`config.mk`:
```
export PLATFORM = sky130hd
export DESIGN_NAME = mdu_seq
export DESIGN_NICKNAME = d
export VERILOG_FILES = /design/src/rtl/mdu_seq.sv
export SDC_FILE = /design/constraint.sdc
export NUM_CORES = 1
export LEC_CHECK = 0
export CAP_MARGIN = 40
export CELL_PAD_IN_SITES_DETAIL_PLACEMENT = 0
export CELL_PAD_IN_SITES_GLOBAL_PLACEMENT = 2
export CORE_MARGIN = 1.5
export CORE_UTILIZATION = 30
export CTS_CLUSTER_DIAMETER = 120
export DETAILED_ROUTE_END_ITERATION = 16
export PLACE_DENSITY_LB_ADDON = 0.1
export SETUP_SLACK_MARGIN = 0.05
export SYNTH_ARGS = -nofsm -noshare
export SYNTH_HDL_FRONTEND = slang
export SYNTH_SLANG_ARGS = --single-unit
```
`constraint.sdc`:
```
create_clock -name clk -period 2.9 [get_ports clk]
set_clock_uncertainty 0.1 [all_clocks]
set_input_delay 0.435 -clock clk [delete_from_list [all_inputs] [get_ports clk]]
set_output_delay 0.435 -clock clk [all_outputs]
set_load 0.1 [all_outputs]
```
`src/rtl/mdu_seq.sv`:
```
// Multi-cycle unsigned multiply/divide sequencer.
// Borrows the shared execute-stage ALU for every add/subtract step.
module mdu_seq (
  input  logic        clk,
  input  logic        rst_n,
  input  logic        kill,
  input  logic        req_valid,
  output logic        req_ready,
  input  logic [1:0]  req_op,
  input  logic [31:0] req_a,
  input  logic [31:0] req_b,
  output logic        resp_valid,
  input  logic        resp_ready,
  output logic [31:0] resp_data,
  output logic        resp_div0,
  output logic [31:0] alu_a,
  output logic [31:0] alu_b,
  output logic [5:0]  alu_fn,
  input  logic [31:0] alu_y
);

  localparam int unsigned ITERS = 32;
  localparam int unsigned CNT_W = $clog2(ITERS);
  localparam logic [5:0]  FN_ADD = 6'b010000;
  localparam logic [5:0]  FN_SUB = 6'b010001;

  localparam logic [1:0] OP_DIVU = 2'b01;
  localparam logic [1:0] OP_REMU = 2'b10;

  localparam logic [1:0] S_IDLE = 2'd0;
  localparam logic [1:0] S_RUN  = 2'd1;
  localparam logic [1:0] S_DONE = 2'd2;

  logic [1:0]       state, state_nxt;
  logic [CNT_W-1:0] count, count_nxt;
  logic [1:0]       op, op_nxt;
  // acc_r: acc (MUL) or rem (DIV); opa_r: mcand or dvd; opb_r: mplier or divisor
  logic [31:0]      acc_r, acc_nxt;
  logic [31:0]      opa_r, opa_nxt;
  logic [31:0]      opb_r, opb_nxt;
  logic [31:0]      data_nxt;
  logic             div0_nxt;

  logic             op_is_div;
  logic             req_is_div;
  logic             hi;
  logic [31:0]      rs;
  logic             ge;

  assign req_ready  = (state == S_IDLE);
  assign op_is_div  = (op == OP_DIVU) || (op == OP_REMU);
  assign req_is_div = (req_op == OP_DIVU) || (req_op == OP_REMU);

  // Restoring-division step: 33-bit partial remainder is {hi, rs}
  assign hi = acc_r[31];
  assign rs = {acc_r[30:0], opa_r[31]};
  assign ge = hi | (rs >= opb_r);

  // ALU operand drive depends only on registered state
  always_comb begin
    alu_a  = 32'd0;
    alu_b  = 32'd0;
    alu_fn = FN_ADD;
    if (state == S_RUN) begin
      if (op_is_div) begin
        alu_a  = rs;
        alu_b  = opb_r;
        alu_fn = FN_SUB;
      end else begin
        alu_a  = acc_r;
        alu_b  = opa_r;
        alu_fn = FN_ADD;
      end
    end
  end

  // Next-state and datapath update
  always_comb begin
    state_nxt = state;
    count_nxt = count;
    op_nxt    = op;
    acc_nxt   = acc_r;
    opa_nxt   = opa_r;
    opb_nxt   = opb_r;
    data_nxt  = resp_data;
    div0_nxt  = resp_div0;

    case (state)
      S_IDLE: begin
        if (req_valid && !kill) begin
          op_nxt    = req_op;
          opa_nxt   = req_a;
          opb_nxt   = req_b;
          acc_nxt   = 32'd0;
          count_nxt = '0;
          if (req_is_div && (req_b == 32'd0)) begin
            state_nxt = S_DONE;
            div0_nxt  = 1'b1;
            data_nxt  = (req_op == OP_DIVU) ? 32'hFFFF_FFFF : req_a;
          end else begin
            state_nxt = S_RUN;
            div0_nxt  = 1'b0;
          end
        end
      end

      S_RUN: begin
        if (kill) begin
          state_nxt = S_IDLE;
        end else begin
          if (op_is_div) begin
            acc_nxt = ge ? alu_y : rs;
            opa_nxt = {opa_r[30:0], ge};
          end else begin
            if (opb_r[0]) acc_nxt = alu_y;
            opa_nxt = {opa_r[30:0], 1'b0};
            opb_nxt = {1'b0, opb_r[31:1]};
          end
          if (count == CNT_W'(ITERS - 1)) begin
            state_nxt = S_DONE;
            data_nxt  = (op == OP_DIVU) ? opa_nxt : acc_nxt;
          end else begin
            count_nxt = count + CNT_W'(1);
          end
        end
      end

      S_DONE: begin
        if (kill || resp_ready) state_nxt = S_IDLE;
      end

      default: state_nxt = S_IDLE;
    endcase
  end

  always_ff @(posedge clk or negedge rst_n) begin
    if (!rst_n) begin
      state      <= S_IDLE;
      count      <= '0;
      op         <= 2'b00;
      acc_r      <= 32'd0;
      opa_r      <= 32'd0;
      opb_r      <= 32'd0;
      resp_valid <= 1'b0;
      resp_data  <= 32'd0;
      resp_div0  <= 1'b0;
    end else begin
      state      <= state_nxt;
      count      <= count_nxt;
      op         <= op_nxt;
      acc_r      <= acc_nxt;
      opa_r      <= opa_nxt;
      opb_r      <= opb_nxt;
      resp_valid <= (state_nxt == S_DONE);
      resp_data  <= data_nxt;
      resp_div0  <= div0_nxt;
    end
  end

endmodule

```
==> impl_metrics.py, run 1 <==
metrics = {
    "yosys": {
        "async_flop_share": 1.00,
        "synth.distinct_cells": 49,
        "synth_top_area_frac": 0.368,
        "synth_ff_type": "dfrtp_1",
        "synth_edf_count": 0,
        "synth-compound-area-share": 0.175,
        "synth.area.top_cells": "dfrtp_1 37%, mux2i_1 14%, nand2_1 8.1%",
        "synthCells": 1145,
        "syn_area_per_cell_um2": 8.26,
        "synth_xor_area_frac": 0.00185,
        "synth_seq_cells": 139,
        "ys.warnings.count": 0,
        "synth_top_area_cell": "dfrtp_1",
        "muxShareOfSynthArea": 0.138,
        "synth_top_family_by_area": "simple AND/OR/NAND/NOR gates",
        "ys_seq_area_frac": 0.368,
        "syn_area_mm2": 0.00946,
        "synthSimpleGateAreaFrac": 0.201,
        "synth-adder-area-share": 0.0476,
    },
    "timing": {
        "hold-worst-slack_ns": 0.414,
        "rsz0062_at_grt": "no",
        "drv_slew": 0,
        "worst_slew_pin_slew_ns": 0.706,
        "max_slew_margin": 0.528,
        "finalCritPeriodShare": 0.962,
        "setup_viol": 0,
        "hold_violations": 0,
        "finalSetupTns_ns": 0,
        "fmax_ghz": 0.358,
        "fin_crit_ns": 2.79,
    },
    "clock_network": {
        "cts_root_buffer": "clkbuf_16",
        "cts_tree": "built",
        "cts.reportedPaths.clkPinSlew_ns": 0.06,
        "clk_latency_ns": 0.43,
        "cts_buffers": 17,
        "htree_num_levels": 4,
        "cts.path.max_buffers": 2,
        "cts.sinks": 139,
    },
    "floorplanning": {
        "rows": 64,
        "num_io_pins": 208,
        "dieArea_mm2": 0.0326,
        "start_util": 0.307,
        "die_h_um": 181,
        "dieWidth_um": 181,
        "core_mm2": 0.0308,
    },
    "power_and_ir_drop": {
        "power_frac_clock": 0.162,
        "powerDensity_mw_per_mm2": 1020,
        "ir_worst_vdd_mv": 0.479,
        "intPower_mw": 7.68,
        "leakage_nw": 6.51,
        "combPwrFrac": 0.634,
        "p_sw_mw": 7.07,
        "switching_share": 0.479,
        "pwr-share-seq": 0.205,
        "p_total_mw": 14.8,
    },
    "placed_design": {
        "dp.cells": 1755,
        "dpl.hpwl_mm": 28.1,
        "port_buffers": 202,
        "place_congestion": 0.861,
    },
    "worst_setup_path": {
        "end_kind": "flop",
        "required_ns": 3.10,
        "crit_type": "flop to flop",
        "worstPathArrival_ns": 2.99,
        "critPathMaxFanout": 17,
        "cp-start-kind": "flop",
    },
    "detailed_routing": {
        "drt_iter0_markers": 565,
        "dr.pass1.iters": 6,
        "postRouteAntennaNets": 0,
        "finalWirelength_mm": 37.7,
        "vias": 9292,
        "routed_via_density": 5.18,
        "wire_per_inst_um": 21.0,
        "drc": 0,
    },
    "cells_and_area": {
        "n_antenna_cell": 0,
        "fin_cells": 1793,
        "drive_gt1_frac": 0.267,
        "fillCellCount": 2999,
        "area.growth.synth_to_final_pct": 52.4,
        "nets": 1523,
        "final_util": 0.467,
    },
    "global_route": {
        "grt_pass1_wl_mm": 56.8,
        "antenna_found_initial": 0,
        "grt_max_degree": 68,
        "grt_usage": 0.229,
        "grt_overflow_total": 0,
        "grt_pass1_vias": 9360,
    },
    "worst_hold_path": {
        "hp-class": "flop to flop",
    },
    "run": {
        "maxCapViolCount": 0,
    },
    "status": {
        "status": "finished, final reports clean",
    },
}
-- sequential cells by signal (all words and copies together) (netlist names) --
name / flops
acc_r: 32
count: 5
op: 2
opa_r: 32
opb_r: 32
resp_data: 32
resp_div0: 1
resp_valid: 1
state: 2
-- repair_timing --
action | 4_1_cts | 5_1_grt
resized for setup | 2 | 31
setup endpoints to repair | 46 | 48
gates cloned | 0 | 2
pin swaps | 1 | 6
endpoints found under the hold margin | 55 | 0
buffers inserted | 0 | 3
hold buffers | 1 | 0
-- worst max-delay path: stages, from the launching register on --
cell and delay, ns:
dfrtp_1 0.44, inv_2 0.07, ha_4 0.26, nand4_1 0.19, nor4_4 0.22, buf_4 0.17, o31ai_2 0.06, o211ai_1 0.19
a31oi_4 0.15, buf_4 0.17, buf_12 0.16, mux2i_4 0.20, a32o_1 0.26
-- through the flow --
| step | cell area (um2) | worst slack [ns] |
|---|---|---|
| after floorplan | 9920 | -0.0682 |
| final | 14400 | 0.109 |
| after global routing | 14400 | 0.0475 |
| after global placement | 13500 | -0.0889 |
| after detailed placement | 13500 | -0.134 |
| after CTS | 14200 | 0.0622 |
-- cell type report --
class | count | area (um2) | area share
multi-input combinational | 875 | 6020 | 0.418
timing repair buffer | 313 | 3640 | 0.253
sequential | 139 | 3480 | 0.241
tap | 396 | 495 | 0.0344
clock buffer | 21 | 460 | 0.0320
clock inverter | 11 | 168 | 0.0116
inverter | 38 | 143 | 0.00990
-- final timing paths --
path / startpoint / end / slack (ns) / cells after the start
max reg2reg: opb_r[13] / acc_r[0] / 0.11 / 12
max: opb_r[13] / acc_r[0] / 0.11 / 12
max in group asynchronous: rst_n / opb_r[0] / 1.50 / 3
min: count[4] / count[4] / 0.41 / 1
min reg2reg: count[4] / count[4] / 0.41 / 1
min in group asynchronous: rst_n / acc_r[25] / 0.48 / 2
-- power by group through the flow --
stage / combinational, mW / clock (mW) / sequential [mW]
final: 9.35 / 2.38 / 3.02
after global routing: 9.98 / 2.51 / 3.09
after CTS: 8.90 / 2.43 / 3.00
after detailed placement: 8.86 / 0 / 3.03
after global placement: 8.85 / 0 / 3.03
after floorplan: 5.42 / 0 / 3.32
-- Yosys cell counts (8+ instances only) --
cell type / n
nand2_1: 205
nor2_1: 199
dfrtp_1: 139
mux2i_1: 128
a31oi_1: 64
clkbuf_1: 53
a21oi_1: 47
inv_1: 38
ha_1: 36
nor3_1: 35
o31ai_1: 35
a32o_1: 31
a31o_2: 27
buf_2: 15
buf_1: 14
nor4_1: 8
-- cells by family (layout without fill, tap and decap cells) --
logic type / Yosys count / in the layout
flops: 139 / 139
simple gates: 471 / 471
compound gates: 231 / 231
other cells: 2 / 5
buf+inv: 134 / 383
fa+ha+maj: 36 / 36
mux: 130 / 130
xor+xnor: 2 / 2
-- metal layers --
layer | vias to the layer above | share of wire | track usage
met4 | 0 | 0.020 | 0.0696
met3 | 29 | 0.031 | 0.0309
met2 | 215 | 0.53 | 0.422
met5 | - | 0 | 0
met1 | 4537 | 0.42 | 0.276
li1 | 4511 | - | -
-- placed cells by master (no fill, tap or decap), types with 5 or more instances in the layout --
master | synthesis | routed
a21oi_1 | 47 | 47
a31o_2 | 27 | 27
a31oi_1 | 64 | 63
a32o_1 | 31 | 31
buf_12 | 3 | 79
buf_4 | 5 | 127
clkbuf_16 | 0 | 19
clkdlybuf4s50_1 | 0 | 101
conb_1 | 2 | 5
dfrtp_1 | 139 | 138
ha_1 | 36 | 30
ha_4 | 0 | 6
inv_1 | 38 | 34
mux2i_1 | 128 | 119
mux2i_2 | 0 | 6
nand2_1 | 205 | 202
nand4_1 | 6 | 6
nor2_1 | 199 | 133
nor2_2 | 1 | 7
nor2_4 | 1 | 61
nor3_1 | 35 | 34
nor4_1 | 8 | 7
o21ai_0 | 6 | 6
o31ai_1 | 35 | 33
Note: power is estimated with default switching activity, not from simulation.
==> run 2, diff against run 1 <==
--- a/config.mk
+++ b/config.mk
@@ -8,12 +8,13 @@
 export CAP_MARGIN = 40
 export CELL_PAD_IN_SITES_DETAIL_PLACEMENT = 0
 export CELL_PAD_IN_SITES_GLOBAL_PLACEMENT = 2
-export CORE_MARGIN = 1.5
+export CORE_MARGIN = 2
 export CORE_UTILIZATION = 30
 export CTS_CLUSTER_DIAMETER = 120
 export DETAILED_ROUTE_END_ITERATION = 16
 export PLACE_DENSITY_LB_ADDON = 0.1
 export SETUP_SLACK_MARGIN = 0.05
+export SKIP_CTS_REPAIR_TIMING = 1
 export SYNTH_ARGS = -nofsm -noshare
 export SYNTH_HDL_FRONTEND = slang
 export SYNTH_SLANG_ARGS = --single-unit
==> run 2 against run 1 <==
- count of clock-buffer cells in the layout shrank 1
- clock power shrank 9.7%
- design area grew 0.16%
- largest cell class unchanged
- worst setup slack got worse by 0.10 ns
- sequential power up 2%
- die area increased by 1.1%
==> impl_metrics.py, run 2 (same netlist as run 1, synthesis figures left out) <==
metrics = {
    "worst_setup_path": {
        "critPathMaxFanout": 6,
        "cp-start-kind": "flop",
        "worstPathArrival_ns": 3.11,
        "crit_slowest_cell": "dfrtp_1",
        "end_kind": "flop",
        "crit_top_cell": "buf_6",
        "path_cells": "inv_2 -> ha_4 -> nand4_1 -> nor4_2 -> buf_4 -> o31ai_2 -> o211ai_1 -> a31oi_4 -> buf_6 -> buf_12 -> buf_6 -> mux2i_4 -> a32o_2",
        "crit_type": "flop to flop",
        "required_ns": 3.12,
        "critical-path-top-delay-family": "compound AO/OA/AOI/OAI gates",
        "path_buf_inv": 5,
        "cpPeakStageDelay_ns": 0.43,
    },
    "timing": {
        "worst_slew_pin_slew_ns": 0.785,
        "drv_slew": 0,
        "hold_violations": 0,
        "hold-worst-slack_ns": 0.411,
        "finalSetupTns_ns": 0,
        "finalCritPeriodShare": 0.997,
        "max_slew_margin": 0.477,
        "fin_crit_ns": 2.89,
        "setup_viol": 0,
        "fmax_ghz": 0.346,
        "rsz0062_at_grt": "yes",
    },
    "clock_network": {
        "cts_tree": "built",
        "clk_latency_ns": 0.43,
        "cts.path.max_buffers": 2,
        "cts.sinks": 139,
        "htree_num_levels": 4,
        "cts.reportedPaths.clkPinSlew_ns": 0.07,
        "cts_root_buffer": "clkbuf_16",
        "cts_buffers": 17,
    },
    "floorplanning": {
        "num_io_pins": 208,
        "core_mm2": 0.0313,
        "dieWidth_um": 182,
        "die_h_um": 182,
        "rows": 65,
        "dieArea_mm2": 0.0330,
        "start_util": 0.302,
    },
    "power_and_ir_drop": {
        "powerDensity_mw_per_mm2": 1020,
        "p_total_mw": 14.7,
        "leakage_nw": 6.49,
        "ir_worst_vdd_mv": 0.469,
    },
    "detailed_routing": {
        "wire_per_inst_um": 20.7,
        "drc": 0,
        "vias": 9301,
        "postRouteAntennaNets": 0,
        "dr.pass1.iters": 5,
        "routed_via_density": 5.13,
        "drt_iter0_markers": 513,
        "finalWirelength_mm": 37.5,
    },
    "cells_and_area": {
        "most-common-layout-cells": "203 x nand2_1, 138 x dfrtp_1, 138 x buf_4",
        "area.growth.synth_to_final_pct": 52.6,
        "final_util": 0.461,
        "fin_cells": 1812,
        "nets": 1535,
        "mostFrequentLayoutCell": "nand2_1",
        "drive_gt1_frac": 0.277,
    },
    "placed_design": {
        "dp.cells": 1763,
        "dpl.hpwl_mm": 27.9,
        "port_buffers": 202,
        "place_congestion": 0.825,
    },
    "run": {
        "maxCapViolCount": 0,
    },
    "worst_hold_path": {
        "hp-class": "flop to flop",
    },
    "global_route": {
        "grt_pass1_vias": 9569,
        "grt_pass1_wl_mm": 56.4,
        "grt_max_degree": 74,
        "grt_usage": 0.224,
        "grt_overflow_total": 0,
        "antenna_found_initial": 1,
    },
    "status": {
        "status": "finished, final reports clean",
    },
}
run 2: area by class of cell:
type	count	area, um2
fill	3037	16900
tap	402	503
inverter	38	143
sequential	139	3480
antenna	1	2.50
clock inverter	12	116
clock buffer	20	447
multi-input combinational	875	6020
timing repair buffer	325	3720
run 2: worst register-to-register path, delay by kind of cell, from the launching register on:
family | cells | cell delay (ns)
compound gates | 4 | 0.70
buf+inv | 5 | 0.67
simple gates | 2 | 0.45
flops | 1 | 0.43
fa+ha+maj | 1 | 0.26
mux | 1 | 0.18
run 2: path summary, 6_finish.rpt:
check / from / to / slack [ns] / depth (start not counted)
min in group asynchronous: rst_n / acc_r[26] / 0.48 / 2
worst min register to register: resp_data[30] / resp_data[30] / 0.41 / 2
max in group asynchronous: rst_n / acc_r[6] / 1.47 / 3
worst max-delay path: opb_r[7] / acc_r[24] / 0.007 / 13
worst min-delay path: resp_data[30] / resp_data[30] / 0.41 / 2
worst max register to register: opb_r[7] / acc_r[24] / 0.007 / 13
run 2: layer usage:
layer	global-route usage	vias up	wire length (um)
li1	-	4543	-
met1	0.270	4539	15900
met2	0.415	180	19900
met3	0.0313	39	1030
met4	0.0637	0	794
met5	0	-	0
run 2: through the flow:
step	worst slack (ns)	area, um2
2_1_floorplan	-0.0682	9920
5_1_grt	-0.0826	14400
3_5_place_dp	-0.129	13500
3_3_place_gp	-0.0873	13500
6_report	0.00737	14400
4_1_cts	-0.0843	14100
run 2: where the power goes:
group / switching [mW] / internal [mW]
combinational: 5.62 / 3.83
clock: 0.942 / 1.21
sequential: 0.583 / 2.49
total: 7.15 / 7.54
==> run 3, diff against run 2 <==
--- a/config.mk
+++ b/config.mk
@@ -8,7 +8,6 @@
 export CAP_MARGIN = 40
 export CELL_PAD_IN_SITES_DETAIL_PLACEMENT = 0
 export CELL_PAD_IN_SITES_GLOBAL_PLACEMENT = 2
-export CORE_MARGIN = 2
 export CORE_UTILIZATION = 30
 export CTS_CLUSTER_DIAMETER = 120
 export DETAILED_ROUTE_END_ITERATION = 16
==> run 3 against run 2 <==
- the flow now finishes with violations (design-rule violations, negative setup slack)
- fmax shrank 0.30%
- register-to-register slack about the same
- critical endpoint unchanged
- largest power group unchanged
- largest cell class unchanged
- worst hold slack lost 0.0057 ns
- sequential share of layout area is 0.30 points lower
- cell count down 0.61%
==> impl_metrics.py, run 3 (same netlist as run 1, synthesis figures left out) <==
metrics = {
    "timing": {
        "rsz0062_at_grt": "yes",
        "finalCritPeriodShare": 1.00,
        "max_slew_margin": 0.537,
        "fmax_ghz": 0.345,
        "worst_slew_pin_slew_ns": 0.694,
        "hold_violations": 0,
        "drv_slew": 0,
        "setup_viol": 1,
        "fin_ws_ns": -0.00132,
        "fin_crit_ns": 2.90,
    },
    "clock_network": {
        "cts_buffers": 17,
        "cts.reportedPaths.clkPinSlew_ns": 0.06,
        "cts_tree": "built",
        "cts.path.max_buffers": 2,
        "clk_latency_ns": 0.43,
        "htree_num_levels": 4,
        "cts.sinks": 139,
        "cts_root_buffer": "clkbuf_16",
    },
    "worst_setup_path": {
        "critPathMaxFanout": 5,
        "required_ns": 3.11,
        "timing.rr.start": "opb_r[7]",
        "critical-path-top-delay-family": "compound AO/OA/AOI/OAI gates",
        "critPathLaunch": "opb_r[7]",
        "end_kind": "flop",
        "path_cells": "inv_2 -> ha_4 -> nand4_1 -> nor4_4 -> buf_4 -> o31ai_2 -> o211ai_1 -> a31oi_4 -> buf_12 -> buf_12 -> buf_12 -> mux2i_4 -> a32o_1",
        "crit_top_cell": "buf_12",
        "path_buf_inv": 5,
        "worstPathArrival_ns": 3.11,
        "crit_type": "flop to flop",
        "crit_slowest_cell": "dfrtp_1",
        "cpPeakStageDelay_ns": 0.37,
        "cp-start-kind": "flop",
    },
    "global_route": {
        "busiest_layer": "met2",
        "grt_overflow_total": 0,
        "grt_usage": 0.230,
        "grt_pass1_vias": 9485,
        "antenna_found_initial": 1,
        "use_met2": 0.425,
        "use_met3": 0.0271,
        "grt_max_degree": 65,
        "use_met1": 0.275,
        "grt_pass1_wl_mm": 56.4,
    },
    "detailed_routing": {
        "postRouteAntennaNets": 0,
        "drc": 10,
        "wire_per_inst_um": 20.8,
        "vias": 9358,
        "dr.pass1.iters": 11,
        "finalWirelength_mm": 37.5,
        "routed_via_density": 5.20,
        "drt_iter0_markers": 542,
    },
    "cells_and_area": {
        "multiInputGateArea_mm2": 0.00616,
        "drive_gt1_frac": 0.283,
        "most-common-layout-cells": "202 x nand2_1, 138 x dfrtp_1, 135 x buf_4",
        "nets": 1531,
        "area.growth.synth_to_final_pct": 54.6,
        "n_antenna_cell": 0,
        "design_area_mm2": 0.0146,
        "ff_latch_area_mm2": 0.00348,
        "fillCellCount": 2976,
        "mostFrequentLayoutCell": "nand2_1",
    },
    "worst_hold_path": {
        "hp-class": "flop to flop",
        "hold_start": "resp_data[30]",
    },
    "placed_design": {
        "port_buffers": 202,
        "placed_cell_area_mm2": 0.0136,
        "dpl.hpwl_mm": 28.1,
        "place_congestion": 0.845,
    },
    "floorplanning": {
        "num_io_pins": 208,
        "core_mm2": 0.0308,
        "rows": 64,
        "dieWidth_um": 180,
        "die_h_um": 180,
        "start_util": 0.307,
        "dieArea_mm2": 0.0322,
    },
    "power_and_ir_drop": {
        "leakage_nw": 6.52,
        "ir_worst_vdd_mv": 0.581,
        "p_total_mw": 15.3,
        "powerDensity_mw_per_mm2": 1050,
    },
    "status": {
        "status": "complete, but fails checks",
        "violations": "design-rule violations, negative setup slack",
    },
    "run": {
        "maxCapViolCount": 0,
    },
}
## run 3: cell count changes in the layout (fill, tap and decap cells not counted), sizes merged
cell / previous run / this run
bufinv: 1 / 5
buf: 221 / 218
clkinvlp: 5 / 3
inv: 40 / 38
clkbuf: 22 / 21
diode: 1 / 0
## run 3: power breakdown
| group | total [mW] | switching (mW) | internal (mW) |
|---|---|---|---|
| Sequential | 3.07 | 0.573 | 2.49 |
| Clock | 2.43 | 0.907 | 1.52 |
| Combinational | 9.81 | 5.76 | 4.04 |
| Total | 15.3 | 7.24 | 8.06 |
## run 3: final timing paths
path | endpoint | slack [ns] | depth (start not counted)
worst min register to register | resp_data[30] | 0.41 | 2
min in group asynchronous | acc_r[24] | 0.51 | 2
max in group asynchronous | resp_data[7] | 1.44 | 3
worst max-delay path | acc_r[24] | -0.001 | 13
worst min-delay path | resp_data[30] | 0.41 | 2
worst max register to register | acc_r[24] | -0.001 | 13
## run 3: layout make-up
cell class,count,share of cell area
inverter,38,0.00976
sequential,139,0.238
clock buffer,20,0.0299
tap,396,0.0339
timing repair buffer,321,0.253
clock inverter,12,0.0134
multi-input combinational,875,0.422
## run 3: worst reg2reg max path, stage by stage (launching register included)
cell	delay, ns
dfrtp_1	0.37
inv_2	0.08
ha_4	0.28
nand4_1	0.16
nor4_4	0.35
buf_4	0.16
o31ai_2	0.06
o211ai_1	0.21
a31oi_4	0.18
buf_12	0.18
buf_12	0.12
buf_12	0.12
mux2i_4	0.18
a32o_1	0.25
## run 3: per-layer routing
metal | up-vias | wire length, um
met2 | 218 | 19900
met5 | - | 17
met1 | 4572 | 15700
met3 | 39 | 1120
li1 | 4527 | -
met4 | 2 | 763
## run 3: stage by stage
stage	TNS, ns	cells	utilization	setup WS [ns]	hold WS, ns
after floorplan	-0.0682	1148	-	-0.0682	0.0394
after global placement	-3.97	1758	0.440	-0.128	0.377
after detailed placement	-4.90	1758	0.440	-0.146	0.386
after CTS	-3.52	1790	0.461	-0.137	-0.0466
after global routing	-2.13	1801	0.474	-0.105	0.435
final	-0.00132	1801	0.474	-0.00132	0.405
